===== src/rtl/rr_receiver_queue_if.sv =====
// Handshake/bus bundle for rr_receiver_queue.
//   in_sig       : NCH packed input words, channel i at [i*WIDTH +: WIDTH]
//   in_valid     : per-channel word present
//   in_ready     : per-channel FIFO not full
//   selected_sig : registered output word
//   sig_alert    : selected_sig holds a valid word
//   s            : source channel of selected_sig
//   out_ready    : consumer takes the word this cycle
//   overflow     : sticky per-channel drop flag
// slave = the queue itself, master = the node driving/consuming it.
interface rr_receiver_queue_if #(
   parameter int WIDTH = 32,
   parameter int NCH   = 3
);
   localparam int SW = (NCH > 2) ? $clog2(NCH) : 1;

   logic [NCH*WIDTH-1:0] in_sig;
   logic [NCH-1:0]       in_valid;
   logic [NCH-1:0]       in_ready;
   logic [WIDTH-1:0]     selected_sig;
   logic                 sig_alert;
   logic [SW-1:0]        s;
   logic                 out_ready;
   logic [NCH-1:0]       overflow;

   modport master (
      output in_sig, in_valid, out_ready,
      input  in_ready, selected_sig, sig_alert, s, overflow
   );

   modport slave (
      input  in_sig, in_valid, out_ready,
      output in_ready, selected_sig, sig_alert, s, overflow
   );
endinterface


===== src/rtl/rr_receiver_queue.sv =====
// Receive stage: NCH per-channel FIFOs of DEPTH words, round-robin
// arbitration onto one registered valid/ready output.
// Ports:
//   clk     : clock, rising edge
//   reset_n : asynchronous active-low reset
//   bus     : rr_receiver_queue_if.slave (inputs, readiness, output word,
//             source index, overflow flags)
//
// Output register state:
//   state    | meaning
//   ST_IDLE  | selected_sig not valid (sig_alert = 0)
//   ST_VALID | selected_sig valid, waiting for out_ready
module rr_receiver_queue #(
   parameter int WIDTH = 32,
   parameter int NCH   = 3,
   parameter int DEPTH = 4
) (
   input  logic                clk,
   input  logic                reset_n,
   rr_receiver_queue_if.slave  bus
);
   localparam int SW = (NCH > 2) ? $clog2(NCH) : 1;
   localparam int AW = $clog2(DEPTH);
   localparam int PW = AW + 1;

   typedef enum logic {
      ST_IDLE  = 1'b0,
      ST_VALID = 1'b1
   } state_t;

   logic [WIDTH-1:0] r_mem    [NCH][DEPTH];
   logic [PW-1:0]    r_wr_ptr [NCH];
   logic [PW-1:0]    r_rd_ptr [NCH];

   logic [NCH-1:0]   w_full;
   logic [NCH-1:0]   w_empty;
   logic [NCH-1:0]   w_push;
   logic [NCH-1:0]   w_pop;

   state_t           r_state;
   state_t           w_state_nxt;
   logic [WIDTH-1:0] r_data;
   logic [SW-1:0]    r_src;
   logic [SW-1:0]    r_last;
   logic [NCH-1:0]   r_overflow;

   logic [SW-1:0]    w_winner;
   logic             w_found;
   logic             w_load;
   logic [WIDTH-1:0] w_head;

   // Extra MSB on the pointers distinguishes full from empty when the
   // index bits match.
   for (genvar g = 0; g < NCH; g++) begin : g_flags
      assign w_empty[g] = (r_wr_ptr[g] == r_rd_ptr[g]);
      assign w_full[g]  = (r_wr_ptr[g][PW-1] != r_rd_ptr[g][PW-1]) &&
                          (r_wr_ptr[g][AW-1:0] == r_rd_ptr[g][AW-1:0]);
      assign w_pop[g]   = w_load && (w_winner == SW'(g));
   end

   // Readiness comes from registered state only, so a full FIFO refuses
   // a word even on the cycle it is being popped.
   assign w_push = bus.in_valid & ~w_full;

   // Round-robin search starting one past the last granted channel.
   always_comb begin
      int w_idx;
      w_idx    = 0;
      w_winner = '0;
      w_found  = 1'b0;
      for (int k = 1; k <= NCH; k++) begin
         w_idx = (int'(r_last) + k) % NCH;
         if (!w_found && !w_empty[w_idx]) begin
            w_found  = 1'b1;
            w_winner = SW'(w_idx);
         end
      end
   end

   assign w_head = r_mem[w_winner][r_rd_ptr[w_winner][AW-1:0]];

   always_comb begin
      w_state_nxt = r_state;
      w_load      = 1'b0;
      case (r_state)
         ST_IDLE: begin
            if (w_found) begin
               w_load      = 1'b1;
               w_state_nxt = ST_VALID;
            end
         end
         ST_VALID: begin
            if (bus.out_ready) begin
               if (w_found) begin
                  w_load = 1'b1;
               end else begin
                  w_state_nxt = ST_IDLE;
               end
            end
         end
         default: w_state_nxt = ST_IDLE;
      endcase
   end

   always_ff @(posedge clk or negedge reset_n) begin
      if (!reset_n) begin
         r_state    <= ST_IDLE;
         r_data     <= '0;
         r_src      <= '0;
         r_last     <= SW'(NCH - 1);
         r_overflow <= '0;
      end else begin
         r_state    <= w_state_nxt;
         r_overflow <= r_overflow | (bus.in_valid & w_full);
         if (w_load) begin
            r_data <= w_head;
            r_src  <= w_winner;
            r_last <= w_winner;
         end
      end
   end

   always_ff @(posedge clk or negedge reset_n) begin
      if (!reset_n) begin
         for (int i = 0; i < NCH; i++) begin
            r_wr_ptr[i] <= '0;
            r_rd_ptr[i] <= '0;
         end
      end else begin
         for (int i = 0; i < NCH; i++) begin
            if (w_push[i]) begin
               r_wr_ptr[i] <= r_wr_ptr[i] + PW'(1);
            end
            if (w_pop[i]) begin
               r_rd_ptr[i] <= r_rd_ptr[i] + PW'(1);
            end
         end
      end
   end

   // Storage carries no reset; validity is tracked by the pointers.
   always_ff @(posedge clk) begin
      for (int i = 0; i < NCH; i++) begin
         if (w_push[i]) begin
            r_mem[i][r_wr_ptr[i][AW-1:0]] <= bus.in_sig[i*WIDTH +: WIDTH];
         end
      end
   end

   assign bus.in_ready     = ~w_full;
   assign bus.selected_sig = r_data;
   assign bus.sig_alert    = (r_state == ST_VALID);
   assign bus.s            = r_src;
   assign bus.overflow     = r_overflow;

endmodule


===== src/flat_wrapper.sv =====
// flat-port wrapper written by rule: the top's interface ports become plain ports
module rr_receiver_queue_flat 
#(
   parameter int WIDTH = 32,
   parameter int NCH   = 3,
   parameter int DEPTH = 4
)
  (clk, reset_n, bus_in_sig, bus_in_valid, bus_out_ready, bus_in_ready, bus_selected_sig, bus_sig_alert, bus_s, bus_overflow);
  rr_receiver_queue_if #(.WIDTH(WIDTH), .NCH(NCH)) bus_i ();
  input  logic clk;
  input  logic reset_n;
  input wire logic [$bits(bus_i.in_sig)-1:0] bus_in_sig;
  input wire logic [$bits(bus_i.in_valid)-1:0] bus_in_valid;
  input wire logic [$bits(bus_i.out_ready)-1:0] bus_out_ready;
  output wire logic [$bits(bus_i.in_ready)-1:0] bus_in_ready;
  output wire logic [$bits(bus_i.selected_sig)-1:0] bus_selected_sig;
  output wire logic [$bits(bus_i.sig_alert)-1:0] bus_sig_alert;
  output wire logic [$bits(bus_i.s)-1:0] bus_s;
  output wire logic [$bits(bus_i.overflow)-1:0] bus_overflow;
  assign bus_i.in_sig = bus_in_sig;
  assign bus_i.in_valid = bus_in_valid;
  assign bus_i.out_ready = bus_out_ready;
  assign bus_in_ready = bus_i.in_ready;
  assign bus_selected_sig = bus_i.selected_sig;
  assign bus_sig_alert = bus_i.sig_alert;
  assign bus_s = bus_i.s;
  assign bus_overflow = bus_i.overflow;
  rr_receiver_queue #(.WIDTH(WIDTH), .NCH(NCH), .DEPTH(DEPTH)) u_core (.clk(clk), .reset_n(reset_n), .bus(bus_i));
endmodule

===== config.mk =====
export PLATFORM = sky130hd
export DESIGN_NAME = rr_receiver_queue_flat
export DESIGN_NICKNAME = d
export VERILOG_FILES = /design/src/rtl/rr_receiver_queue_if.sv /design/src/rtl/rr_receiver_queue.sv /design/src/flat_wrapper.sv
export SDC_FILE = /design/constraint.sdc
export NUM_CORES = 1
export LEC_CHECK = 0
export CAP_MARGIN = 20
export CORE_MARGIN = 5
export CORE_UTILIZATION = 45
export DETAILED_ROUTE_END_ITERATION = 10
export DONT_BUFFER_PORTS = 1
export PLACE_DENSITY = 0.6
export SYNTH_ARGS = -nofsm -noshare
export SYNTH_HDL_FRONTEND = slang
export SYNTH_SLANG_ARGS = --single-unit

===== constraint.sdc =====
create_clock -name clk -period 6.95 [get_ports clk]
set_clock_uncertainty 0.05 [all_clocks]
set_input_delay 0.695 -clock clk [delete_from_list [all_inputs] [get_ports clk]]
set_output_delay 0.695 -clock clk [all_outputs]
set_load 0.02 [all_outputs]

==> qor_table.md <==
| Metric | This run |
|:---|:---|
| Post-synth cell types | 54 |
| TritonCTS Buffers | 46 |
| Crit Reg-Reg Startpoint | u_core.r_last[0] |
| Final-report max-slew violation count | 0 |
| Post-synthesis share of cell area spent on and, or, nand and nor gates | 6.00% |
| Share of post-route cells with drive strength above 1 | 10.0% |
| GRT Total Usage | 20.7% |
| Number of instances in the synthesized netlist | 1,166 |
| Number of fillers in the final layout | 3,342 |
| Min cycle time layout | 4330 ps |
| Yosys warns | 0 |
| Sequential standard cell area | 13,000 um^2 |
| Arrival time reported for the critical path endpoint | 4740 ps |
| Via count of the first global-routing pass | 10,342 |
| Port Buffers | 0 |
| Slew headroom | 36.8% |
| Most repeated cell in the gate-level netlist after synthesis | sky130_fd_sc_hd__edfxtp_1 |
| Syn nets | 1,285 |
| DRC violations left | 0 |
| Initial core utilization | 45.2% |
| Clock input transition at the sequential cells of the worst setup and hold paths | 60 ps |
| Count of vias placed by the detailed router | 10,067 |
| Class of the most critical setup path | flop to flop |
| Leading area contributor after synthesis | sky130_fd_sc_hd__edfxtp_1 |
| Most frequent cells after synthesis | 384 x sky130_fd_sc_hd__edfxtp_1, 128 x sky130_fd_sc_hd__a21oi_1, 128 x sky130_fd_sc_hd__nand2_1 |
| Insertion delay of the later-clocked pin in the worst-skew pair | 570 ps |
| RSZ-0062 raised after global routing | no |
| First-pass GRT wire length | 67.4 mm |
| Peak fanout along the critical path | 82 |
| Class of the tightest hold or removal check | input port to flop |
| Register bit total from synthesis | 441 |
| Die width | 209 um |
| Antenna violations before repair | 0 |
| Nets | 1,282 |
| Top achievable clock speed | 0.231 GHz |
| Setup repair bufs after CTS | 0 |
| Largest net degree at the start of global routing | 83 |
| Critical path startpoint | u_core.r_last[0] |
| I/O pins | 143 |
| Final number of hold-violating endpoints | 0 |
| Total instance count after detailed placement | 1,637 |
| Share of flip-flops with an asynchronous set or reset after synthesis | 12.9% |
| Final setup violating endpoints | 0 |
| Post-synth top area share | 64.6% |
| Worst reg-to-reg path cell count | 11 |
| Area occupied by multi-input gates | 4500 um^2 |
| Total detailed-routing wirelength | 45.5 mm |
| Endpoint class of the critical path | flop |
| Share of cell area taken by muxes after synthesis | 3.81% |
| Number of antenna repair diodes | 0 |
| Post-synth EDFFs | 384 |
| Drt first pass iters | 5 |
| Period utilization | 62.3% |
| Root Buffer Master | sky130_fd_sc_hd__clkbuf_16 |
| Capturing instance or port of the critical path | u_core.bus.selected_sig[22] |
| Setup TNS after final layout | 0 ps |
| Post-synth design cell area | 17,800 um^2 |
| Max Root-Sink Buffers | 3 |
| Post-synthesis sequential area ratio | 72.6% |
| Adder and majority cell fraction of the synthesized area | 1.19% |
| Avg Vias per Cell | 5.84 |
| Average routed wire per standard cell | 26.4 um |
| Synth top area cells | sky130_fd_sc_hd__edfxtp_1 65%, sky130_fd_sc_hd__dfrtp_1 7.9%, sky130_fd_sc_hd__o2bb2ai_1 5.9%, sky130_fd_sc_hd__a21oi_1 3.6%, sky130_fd_sc_hd__mux2i_1 3.4% |
| Non-Filler Instances | 1,724 |
| DRC violation total after the first TritonRoute iteration | 684 |
| HPWL Detailed | 24.9 mm |
| Layout overhead on the synthesized area | 10.9% |
| Endpoint of the worst register-to-register path | u_core.bus.selected_sig[22] |
| Transition time at the pin with the least slew margin | 949 ps |
| Kind of start point of the critical path | flop |
| TritonCTS clock tree | done |
| Count of antenna-violating nets left after detailed routing | 0 |
| Final-layout worst hold slack | 160 ps |
| Core Rows | 73 |
| Dominant combinational cell family by area after synthesis | compound AO/OA/AOI/OAI gates |
| Required time at the worst-slack endpoint | 7350 ps |
| Final Wtd Congestion | 0.821 |
| Post-synth top flop | sky130_fd_sc_hd__edfxtp_1 |
| Max Cap Viol | 0 |
| Sum of overflow across all layers after global routing | 0 |
| Full die area | 43,700 um^2 |
| Htree depth | 2 |
| Per-instance average area after synthesis | 15.3 um^2 |
| Xor/xnor share of the synthesized area | 1.26% |
| Count of clock tree sinks | 441 |
| Setup slack of the most critical reg-to-reg path | 2620 ps |
| Fin util | 50.2% |
| Floorplan die height | 209 um |
| Synth Area in Compound Gates | 12.7% |
| Area of the core region | 39,500 um^2 |
| Result of the run | completed |
==> stage by stage <==
stage                     setup WS (ps)  instance area (um^2)
after CTS                          2500                 19800
after detailed placement           2510                 18300
after global placement             2630                 18300
after floorplan                    4040                 17800
final                              2620                 19800
after global routing               2230                 19800
==> kinds of logic (layout without fill, tap and decap cells) <==
| family | count (synthesis) | count (layout) |
|---|---|---|
| adder cells (fa/ha/maj) | 17 | 17 |
| AO/OA/AOI/OAI | 310 | 310 |
| multiplexers | 67 | 67 |
| flip-flops | 441 | 441 |
| buffers and inverters | 86 | 119 |
| XOR/XNOR | 24 | 24 |
| AND/OR/NAND/NOR | 221 | 221 |
==> flip-flops by register name, summed over array words and instances (netlist names) <==
register,count
u_core.r_mem,384
u_core.bus.selected_sig,32
u_core.r_rd_ptr,9
u_core.r_wr_ptr,9
u_core.bus.overflow,3
u_core.r_last,2
u_core.bus.s,1
u_core.bus.sig_alert,1
==> how the worst min path moves through the flow <==
stage	start	to	slack [ps]	depth (start not counted)
CTS	bus_in_sig[81]	u_core.r_mem[2][17]	130	0
global route	bus_in_sig[94]	u_core.r_mem[2][94]	140	0
floorplan	reset_n	u_core.bus.overflow[0]	350	0
detailed placement	reset_n	u_core.bus.selected_sig[2]	360	0
finish	bus_in_sig[31]	u_core.r_mem[0][127]	160	0
global placement	reset_n	u_core.bus.selected_sig[2]	360	0
==> placed cells by master (no fill, tap or decap), drive strengths merged, types with 5 or more instances in the layout <==
cell type  netlist  final
nor2            11     11
dfrtp           56     56
and2            34     34
buf             36     21
o2bb2ai        120    120
nand3            5      5
and3            20     20
o21ai            6      6
xnor2           12     12
a221o           32     32
inv             13     14
edfxtp         384    384
clkinv           0     10
xor2            12     12
clkbuf          37     68
a21oi          128    128
mux2             7      7
mux2i           60     60
nand2          128    128
ha              17     17
nand2b           5      5
==> routing by layer <==
layer / vias up / GRT usage (%) / share of wire [%]
met5: - / 0 / 0
met4: 0 / 6.80 / 2.6
met3: 73 / 5.84 / 8.0
met2: 318 / 33.8 / 48
met1: 5146 / 26.9 / 42
li1: 4530 / - / -
==> final cells by class <==
type,count,area share (%)
Clock buffer,68,6.54
Multi-Input combinational cell,639,22.7
Sequential cell,441,65.5
Timing Repair Buffer,22,1.01
Inverter,13,0.247
Tap cell,525,3.32
Clock inverter,16,0.689
==> worst max-delay path: stages, from the launching register on <==
cell and delay [ps]:
sky130_fd_sc_hd__dfrtp_1 510, sky130_fd_sc_hd__inv_1 100, sky130_fd_sc_hd__ha_1 280, sky130_fd_sc_hd__o21ai_0 480
sky130_fd_sc_hd__o211ai_1 260, sky130_fd_sc_hd__nor2_4 140, sky130_fd_sc_hd__buf_4 680, sky130_fd_sc_hd__o21ai_1 200
sky130_fd_sc_hd__and2_4 430, sky130_fd_sc_hd__buf_4 380, sky130_fd_sc_hd__nor2b_1 250, sky130_fd_sc_hd__a221o_1 370
==> what timing repair did <==
action	4_1_cts	5_1_grt
endpoints found under the hold margin	57	0
resized for setup	0	0
hold buffers	2	0
Power is left out: the tool's default activity adds up to more than one toggle a clock period on the data nets, which glitch-free logic cannot reach.
